[config.mk]
export PLATFORM = sky130hd
export DESIGN_NAME = alu_seq_ctrl
export DESIGN_NICKNAME = d
export VERILOG_FILES = /design/src/rtl/alu_seq_pkg.sv /design/src/rtl/alu_seq_datapath.sv /design/src/rtl/alu_seq_ctrl.sv
export SDC_FILE = /design/constraint.sdc
export NUM_CORES = 1
export LEC_CHECK = 0
export CORE_MARGIN = 5
export CORE_UTILIZATION = 25
export DETAILED_ROUTE_END_ITERATION = 10
export PLACE_DENSITY = 0.44
export SYNTH_ARGS = -nofsm -noshare
export SYNTH_HDL_FRONTEND = slang
export SYNTH_HIERARCHICAL = 1
export SYNTH_SLANG_ARGS = --single-unit
[constraint.sdc]
create_clock -name clk -period 4.9 [get_ports clk]
set_input_delay 0.735 -clock clk [delete_from_list [all_inputs] [get_ports clk]]
set_output_delay 0.735 -clock clk [all_outputs]
set_load 0.02 [all_outputs]
[src/rtl/alu_seq_pkg.sv]
// Shared definitions for the multi-cycle multiply/divide sequencer:
// state encoding, operation codes and bit-counter width.
package alu_seq_pkg;

  localparam int DATA_W = 8;
  localparam int CNT_W  = $clog2(DATA_W);

  typedef enum logic [1:0] {
    IDLE   = 2'b00,
    LOAD   = 2'b01,
    CALC   = 2'b10,
    FINISH = 2'b11
  } state_t;

  localparam logic OP_MUL = 1'b0;
  localparam logic OP_DIV = 1'b1;

endpackage

[src/rtl/alu_seq_datapath.sv]
// Shared ACC/Q/M register set with one adder/subtractor: shift-add multiply
// and restoring divide, one bit per step. Exposes the post-step values.
module alu_seq_datapath
  import alu_seq_pkg::*;
#(
  parameter int WIDTH = DATA_W
) (
  input  logic             clk,
  input  logic             rst,
  input  logic             load,
  input  logic             step,
  input  logic             op,
  input  logic [WIDTH-1:0] a,
  input  logic [WIDTH-1:0] b,
  output logic [WIDTH-1:0] acc_next,
  output logic [WIDTH-1:0] q_next
);

  logic [WIDTH-1:0] acc_reg;
  logic [WIDTH-1:0] q_reg;
  logic [WIDTH-1:0] m_reg;
  logic [WIDTH:0]   opnd;
  logic [WIDTH:0]   addsub;
  logic             carry;

  always_comb begin
    // Divide works on {ACC,Q} already shifted left; multiply on ACC as is.
    opnd     = (op == OP_DIV) ? {acc_reg, q_reg[WIDTH-1]} : {1'b0, acc_reg};
    addsub   = (op == OP_DIV) ? (opnd - {1'b0, m_reg}) : (opnd + {1'b0, m_reg});
    carry    = addsub[WIDTH];
    acc_next = acc_reg;
    q_next   = q_reg;
    if (op == OP_DIV) begin
      // carry is the sign of T here: set means T < 0, so restore.
      if (!carry) begin
        acc_next = addsub[WIDTH-1:0];
        q_next   = {q_reg[WIDTH-2:0], 1'b1};
      end else begin
        acc_next = opnd[WIDTH-1:0];
        q_next   = {q_reg[WIDTH-2:0], 1'b0};
      end
    end else if (q_reg[0]) begin
      {acc_next, q_next} = {carry, addsub[WIDTH-1:0], q_reg[WIDTH-1:1]};
    end else begin
      {acc_next, q_next} = {1'b0, acc_reg, q_reg[WIDTH-1:1]};
    end
  end

  always_ff @(posedge clk or posedge rst) begin
    if (rst) begin
      acc_reg <= '0;
      q_reg   <= '0;
      m_reg   <= '0;
    end else if (load) begin
      acc_reg <= '0;
      q_reg   <= a;
      m_reg   <= b;
    end else if (step) begin
      acc_reg <= acc_next;
      q_reg   <= q_next;
    end
  end

endmodule

[src/rtl/alu_seq_ctrl.sv]
// Sequencer for multi-cycle multiply/divide: FSM, bit counter, operand
// capture and registered result/strobe outputs around alu_seq_datapath.
module alu_seq_ctrl
  import alu_seq_pkg::*;
#(
  parameter int WIDTH = DATA_W
) (
  input  logic             clk,
  input  logic             rst,
  input  logic             start,
  input  logic             op,
  input  logic [WIDTH-1:0] a,
  input  logic [WIDTH-1:0] b,
  output logic             busy,
  output logic             done,
  output logic [WIDTH-1:0] result_hi,
  output logic [WIDTH-1:0] result_lo,
  output logic             div_zero
);

  state_t           state_reg, state_next;
  logic [CNT_W-1:0] cnt_reg;
  logic [WIDTH-1:0] a_reg, b_reg;
  logic             op_reg;
  logic             busy_reg, done_reg, div_zero_reg;
  logic [WIDTH-1:0] result_hi_reg, result_lo_reg;
  logic [WIDTH-1:0] acc_next, q_next;
  logic             zero_div;
  logic             cap_en, load_en, step_en, fin_en;

  assign zero_div = (op_reg == OP_DIV) && (b_reg == '0);

  always_ff @(posedge clk or posedge rst) begin
    if (rst) state_reg <= IDLE;
    else     state_reg <= state_next;
  end

  always_comb begin
    state_next = state_reg;
    case (state_reg)
      IDLE:    if (start) state_next = LOAD;
      LOAD:    state_next = zero_div ? FINISH : CALC;
      CALC:    if (cnt_reg == '0) state_next = FINISH;
      FINISH:  state_next = IDLE;
      default: state_next = IDLE;
    endcase
  end

  always_comb begin
    cap_en  = (state_reg == IDLE) && start;
    load_en = (state_reg == LOAD);
    step_en = (state_reg == CALC);
    fin_en  = (state_next == FINISH);
  end

  alu_seq_datapath #(.WIDTH(WIDTH)) u_datapath (
    .clk      (clk),
    .rst      (rst),
    .load     (load_en),
    .step     (step_en),
    .op       (op_reg),
    .a        (a_reg),
    .b        (b_reg),
    .acc_next (acc_next),
    .q_next   (q_next)
  );

  // Results load on entry to FINISH so they appear together with DONE.
  always_ff @(posedge clk or posedge rst) begin
    if (rst) begin
      cnt_reg       <= '0;
      a_reg         <= '0;
      b_reg         <= '0;
      op_reg        <= OP_MUL;
      busy_reg      <= 1'b0;
      done_reg      <= 1'b0;
      div_zero_reg  <= 1'b0;
      result_hi_reg <= '0;
      result_lo_reg <= '0;
    end else begin
      busy_reg <= (state_next != IDLE);
      done_reg <= fin_en;
      if (cap_en) begin
        a_reg        <= a;
        b_reg        <= b;
        op_reg       <= op;
        div_zero_reg <= 1'b0;
      end
      if (load_en)      cnt_reg <= CNT_W'(WIDTH - 1);
      else if (step_en) cnt_reg <= cnt_reg - 1'b1;
      if (fin_en) begin
        if (load_en) begin
          result_hi_reg <= a_reg;
          result_lo_reg <= '1;
          div_zero_reg  <= 1'b1;
        end else begin
          result_hi_reg <= acc_next;
          result_lo_reg <= q_next;
        end
      end
    end
  end

  assign busy      = busy_reg;
  assign done      = done_reg;
  assign result_hi = result_hi_reg;
  assign result_lo = result_lo_reg;
  assign div_zero  = div_zero_reg;

endmodule

Word level (Yosys, flattened, before mapping)
Index checks and enable logic that the tools add are counted.
{ "classes": {"n_addsub": 3, "n_mul": 0, "n_div": 0, "n_lt_le_gt_ge": 0, "n_eq_ne": 4, "shift": 0, "n_mux": 23, "bitwise": 0, "n_reduce_logical": 7} }
{ "op_table": {"columns": ["operator", "n"], "rows": [
  ["8-bit 2-to-1 mux", 11],
  ["9-bit 2-to-1 mux", 2],
  ["9-bit by 8-bit adder with 9-bit output", 1],
  ["9-bit by 8-bit subtractor with 9-bit output", 1],
  ["8-bit zero test", 1],
  ["2-bit one-hot mux with 4 select lines", 1],
  ["2-bit equality test (second input constant)", 3],
  ["3-bit 2-to-1 mux", 2],
  ["1-bit 2-to-1 mux", 5],
  ["2-bit 2-to-1 mux", 2],
  ["2-bit nonzero test", 2],
  ["3-bit zero test", 1],
  ["3-bit by 1-bit subtractor with 3-bit output (second input constant)", 1],
  ["2-bit by 1-bit equality test with 1-bit output (second input constant)", 1],
  ["1-bit logical AND", 2],
  ["2-bit zero test", 1]
]} }
{ "word_totals": {"reg_bits": 65, "latch_bits": 0, "ram_bits": 0, "rom_bits": 0, "input_bits": 20, "out_inout_bits": 19, "wordCells": 50, "mem_count": 0} }

Depth between registers and ports, before layout
{ "depth": {"word_depth": 7, "depth_mapped": 15, "ltp_nobuf": 14} }

Hierarchy
Netlist, hierarchy kept.
{ "modules_own_cells": {"columns": ["mod", "instances", "cells_per_inst", "area_per_inst_um2", "seq_area_each_um2"], "rows": [
  ["alu_seq_datapath", 1, 248, 2109.5, 600.6],
  ["alu_seq_ctrl", 1, 137, 1838.0, 1026.0]
]} }

Least setup slack after synthesis
OpenSTA, ideal clock, no wires.
{ "synth_path": {"path_kind": "reg-to-reg", "startpoint": "reg op_reg", "endpoint": "reg result_hi_reg[2] (netlist: result_hi[2])", "setup_time_ns": 0.125, "arrival_time_ns": 3.656, "t_required_ns": 4.775, "path_slack_ns": 1.119, "stages_incl_launch_ff": 14, "n_path_buf": 3, "period_less_slack_ns": 3.781, "cell_sequence": "dfrtp_1 > buf_2 > buf_1 > clkbuf_1 > mux2_2 > fa_1 > nand3b_1 > a21oi_2 > a211o_1 > xor2_2 > mux2i_1 > nor2_1 > mux2_2 > mux2_2"} }
{ "synth_via": {"elab_chain_cells": 6, "word_cells_on_any_way": 12, "cone_classes": "2 x add/sub; 1 x eq/ne; 8 x mux; 1 x reduce/logical"} }
{ "synth_lines": {"columns": ["item", "line_no", "text"], "rows": [
  ["start, declared", "alu_seq_ctrl.sv:24", "logic op_reg;"],
  ["start signal, assigned", "alu_seq_ctrl.sv:86", "op_reg <= op;"],
  ["9-bit 2-to-1 mux", "alu_seq_datapath.sv:28", "opnd = (op == OP_DIV) ? {acc_reg, q_reg[WIDTH-1]} : {1'b0, acc_reg};"],
  ["9-bit by 8-bit adder with 9-bit output / 9-bit by 8-bit subtractor with 9-bit output (equally long branches)", "alu_seq_datapath.sv:29", "addsub = (op == OP_DIV) ? (opnd - {1'b0, m_reg}) : (opnd + {1'b0, m_reg});"],
  ["9-bit 2-to-1 mux", "alu_seq_datapath.sv:29", null],
  ["8-bit 2-to-1 mux (on tied branches)", "alu_seq_datapath.sv:42, alu_seq_datapath.sv:35", null],
  ["8-bit 2-to-1 mux (*)", "alu_seq_datapath.sv:33", "if (op == OP_DIV) begin"],
  ["net acc_next[2]", "alu_seq_ctrl.sv:27", "logic [WIDTH-1:0] acc_next, q_next;"],
  ["8-bit 2-to-1 mux (*)", "alu_seq_ctrl.sv:92", "if (load_en) begin"],
  ["end signal, assigned", "alu_seq_ctrl.sv:93", "result_hi_reg <= a_reg;"],
  ["end signal, assigned", "alu_seq_ctrl.sv:97", "result_hi_reg <= acc_next;"],
  ["end, declared", "alu_seq_ctrl.sv:26", "logic [WIDTH-1:0] result_hi_reg, result_lo_reg;"]
]} }
The timed path passes the listed nets; every way through them passes the cells marked *.
A chain may end at the register's enable or synchronous reset.

Worst setup path after layout
{ "layout_path": {"startpoint": "reg op_reg", "endpoint": "reg result_hi_reg[1] (netlist: result_hi[1])"} }
Same word-level chain as after synthesis.

==> summary.md <==
For the worst-skew pair, the clock arrives at the later sink with an insertion delay of 0.33 ns. STA puts the critical path data arrival time at 3.98 ns. The logs give 5.11 ns for the required time at the worst-slack endpoint and 0 for the final global-route overflow total. The routed design has 9.47 mm of wire. Critical path's most frequent cell: sky130_fd_sc_hd__mux2_2. The tools report the number of gates resized after CTS as 0. The worst pin sits at a relative slew slack of 33.4%. In this run the remaining antenna-violating nets after routing total 0. The worst path uses 76.9% of the clock period.

The critical path goes through inv_1, a21boi_0, fa_1, nand3b_1, a21oi_2, a211o_1, xor2_2, mux2i_1, o21bai_1, mux2_2, mux2_2. The run gives 0.505 ns as the worst hold margin. The repair_antennas step left the layout with diodes totalling 0.

Count of max-cap constraint violations: 0. In the routed design, unresolved DRC markers number 0. The floorplan step defined a core boundary enclosing 15700 um2. Counting buffers and inverters, the worst setup path is 11 cells deep. In the final layout, the share of cells above drive strength 1 is 20.5%.

The logs give 2813 for the total via count after detailed routing and 58 for the number of distinct library cells after synthesis. For this design, the slowest cell found on the critical path is sky130_fd_sc_hd__dfrtp_1. The filler cells instantiated in the layout total 1590. TritonCTS built the clock tree. Setup repair after global routing left no endpoint under its margin. The number of register bits inferred by synthesis was 65; the area overhead of the layout relative to synthesis was 21.7%. The tools report the worst clock skew as 0.00722 ns.

After detailed routing, the average wire length per cell comes to 14.8 um. The count of boundary I/O pins came out at 39. After technology mapping, the gate count stands at 385. The run gives 3056 as the via count of the first global-routing pass.

The post-synth net total is 422. The net count of the finished layout is 457. In this run, the number of DRC markers left after iteration 0 of detailed routing was 122. Averaged over all synthesized cells, the footprint is 10.3 um2. Buffers added to address setup during post-CTS repair amount to 0. Number of synthesized flops with an enable pin: 0. For this run, the register share of the synthesized area comes to 41.2%.

The largest single stage delay on the critical path is 0.79 ns. Cell at the root of the clock tree: sky130_fd_sc_hd__clkbuf_16. Cell family with the largest share of critical-path delay: compound AO/OA/AOI/OAI gates. For the number of buffers added by the clock tree synthesis step, the log shows 9. The setup TNS after final layout was 0 ns; the average vias per placed instance was 4.39. The run gives 0 as the initial antenna violation count. Along the worst path, the maximum fanout reaches 24. The first-pass iteration count of the detailed router came out at 4.

The library cell used most frequently in the layout, excluding fill and tap cells, is sky130_fd_sc_hd__dfrtp_1. The HPWL after detailed placement is 7.06 mm. Final critical delay including setup and external delays: 3.77 ns. The H-tree was split into 3 levels.

The maximum clock frequency was 265 MHz. Measured in cells, the most critical reg-to-reg path has a length of 11. The number of setup violations in the final report came out at 0. The first global-routing pass estimated 16.0 mm of wire. At the end of the flow the core is filled with cells to 30.6%. The count of buffer and inverter cells on the critical path is 1. The top cell types in the final layout, fill and taps aside, are sky130_fd_sc_hd__dfrtp_1, sky130_fd_sc_hd__mux2_2, sky130_fd_sc_hd__nand2_1. For the number of clock sinks, the log shows 65. By startpoint and endpoint, the worst setup path is classified as reg -> reg. The die outline width is 136 um.

The most used flip-flop cell after synthesis is sky130_fd_sc_hd__dfrtp_1. The cell taking the most area after synthesis is sky130_fd_sc_hd__dfrtp_1. Once the floorplan was initialized, standard cells occupied 25.1% of the core. Yosys attributes the largest share of cell area to sky130_fd_sc_hd__dfrtp_1, sky130_fd_sc_hd__mux2_2, sky130_fd_sc_hd__mux2i_1. After floorplanning, the core was divided into 46 placement rows.

The worst setup path is captured at a register. The run gives 50 as the pin count of the biggest net entering global routing. The clock slew at the register clock pins of the worst setup and hold paths is 0.06 ns, and the fraction of registers with async set or reset after synthesis is 100%. The overall global routing resource usage is 11.0%. In this run the vertical extent of the chip is 136 um.

Source of the critical timing path: op_reg$_DFFE_PP0P_. The startpoint kind of the worst setup timing path is a register. The startpoint identified for the worst hold timing path is div_zero$_DFF_PP0_. The worst hold path passes through 2 cells. The post-synthesis cell area is 3950 um2. Count of endpoints failing hold in the final timing report: 0. The run finished with clean final reports.

At the pin with the least slew margin, the transition time is 0.997 ns. The floorplan step defined a die boundary enclosing 18400 um2. For this design, the CTS-stage hold fixing added 0 buffers. Yosys printed 6 warnings. The path class of the tightest hold or removal check is reg -> reg. The area share of the largest cell type after synthesis works out to 41.2%. The launching point of the worst reg2reg path was op_reg$_DFFE_PP0P_. The largest buffer count on any clock path is 2, and the total of buffers placed on input and output ports is 38. The number of pins with negative max-slew slack in the final report was 0. Routability-driven placement finished with a final weighted congestion of 0.813.
## tightest hold or removal path, stage by stage, from the launching register on
cell and delay, ns:
sky130_fd_sc_hd__dfrtp_1 0.35, sky130_fd_sc_hd__nand2_1 0.06, sky130_fd_sc_hd__o31ai_1 0.06
## final cells by class
class | instances | area (um2) | area share, %
well taps | 216 | 270 | 5.63
flip-flops and latches | 65 | 1630 | 33.9
repair buffers | 43 | 418 | 8.70
multi-input cells | 273 | 2100 | 43.7
clock inverters | 5 | 30.0 | 0.625
clock buffers | 11 | 253 | 5.26
inverters | 28 | 105 | 2.19
## worst paths after layout
check	slack [ns]	endpoint
setup / recovery	1.13	result_hi[1]$_DFFE_PP0N_
min in group asynchronous	0.87	b_reg[6]$_DFFE_PP0P_
max in group asynchronous	3.30	u_datapath/acc_reg[2]$_DFFE_PP0P_
hold reg to reg	0.50	div_zero$_DFF_PP0_
hold / removal	0.50	div_zero$_DFF_PP0_
setup reg to reg	1.13	result_hi[1]$_DFFE_PP0N_
## cell families after synthesis
logic type | Yosys count | synth area share (%)
flops | 65 | 41.2
mux | 73 | 20.4
fa+ha+maj | 17 | 5.58
compound gates | 65 | 11.9
simple gates | 107 | 12.7
xor+xnor | 11 | 2.63
buf+inv | 47 | 5.58
## stage by stage
step	worst slack, ns	instances	cell area [um2]
2_1_floorplan	1.12	385	3950
3_3_place_gp	1.16	625	4520
3_5_place_dp	1.11	625	4520
4_1_cts	1.12	641	4800
5_1_grt	0.868	641	4800
6_report	1.13	641	4800
## Yosys cell counts (3+ instances only)
cell type / number
sky130_fd_sc_hd__dfrtp_1: 65
sky130_fd_sc_hd__mux2_2: 49
sky130_fd_sc_hd__nand2_1: 39
sky130_fd_sc_hd__nor2_1: 36
sky130_fd_sc_hd__inv_1: 27
sky130_fd_sc_hd__mux2i_1: 21
sky130_fd_sc_hd__o21ai_0: 17
sky130_fd_sc_hd__ha_1: 16
sky130_fd_sc_hd__a21oi_1: 12
sky130_fd_sc_hd__clkbuf_1: 9
sky130_fd_sc_hd__xnor2_1: 9
sky130_fd_sc_hd__nand2b_1: 6
sky130_fd_sc_hd__nand3_1: 6
sky130_fd_sc_hd__nor3_1: 5
sky130_fd_sc_hd__buf_1: 4
sky130_fd_sc_hd__o32ai_1: 4
sky130_fd_sc_hd__a211oi_1: 3
sky130_fd_sc_hd__a31oi_1: 3
sky130_fd_sc_hd__buf_6: 3
sky130_fd_sc_hd__mux2_4: 3
sky130_fd_sc_hd__nor2b_1: 3
## metal layers
metal	vias up	track usage [%]	part of all wire [%]
li1	1414	-	-
met4	0	3.92	1.6
met2	55	16.6	44
met5	-	0	0
met3	11	2.75	3.6
met1	1333	15.4	50
Power is left out: the tool's default activity adds up to more than one toggle a clock period on the data nets, which glitch-free logic cannot reach.
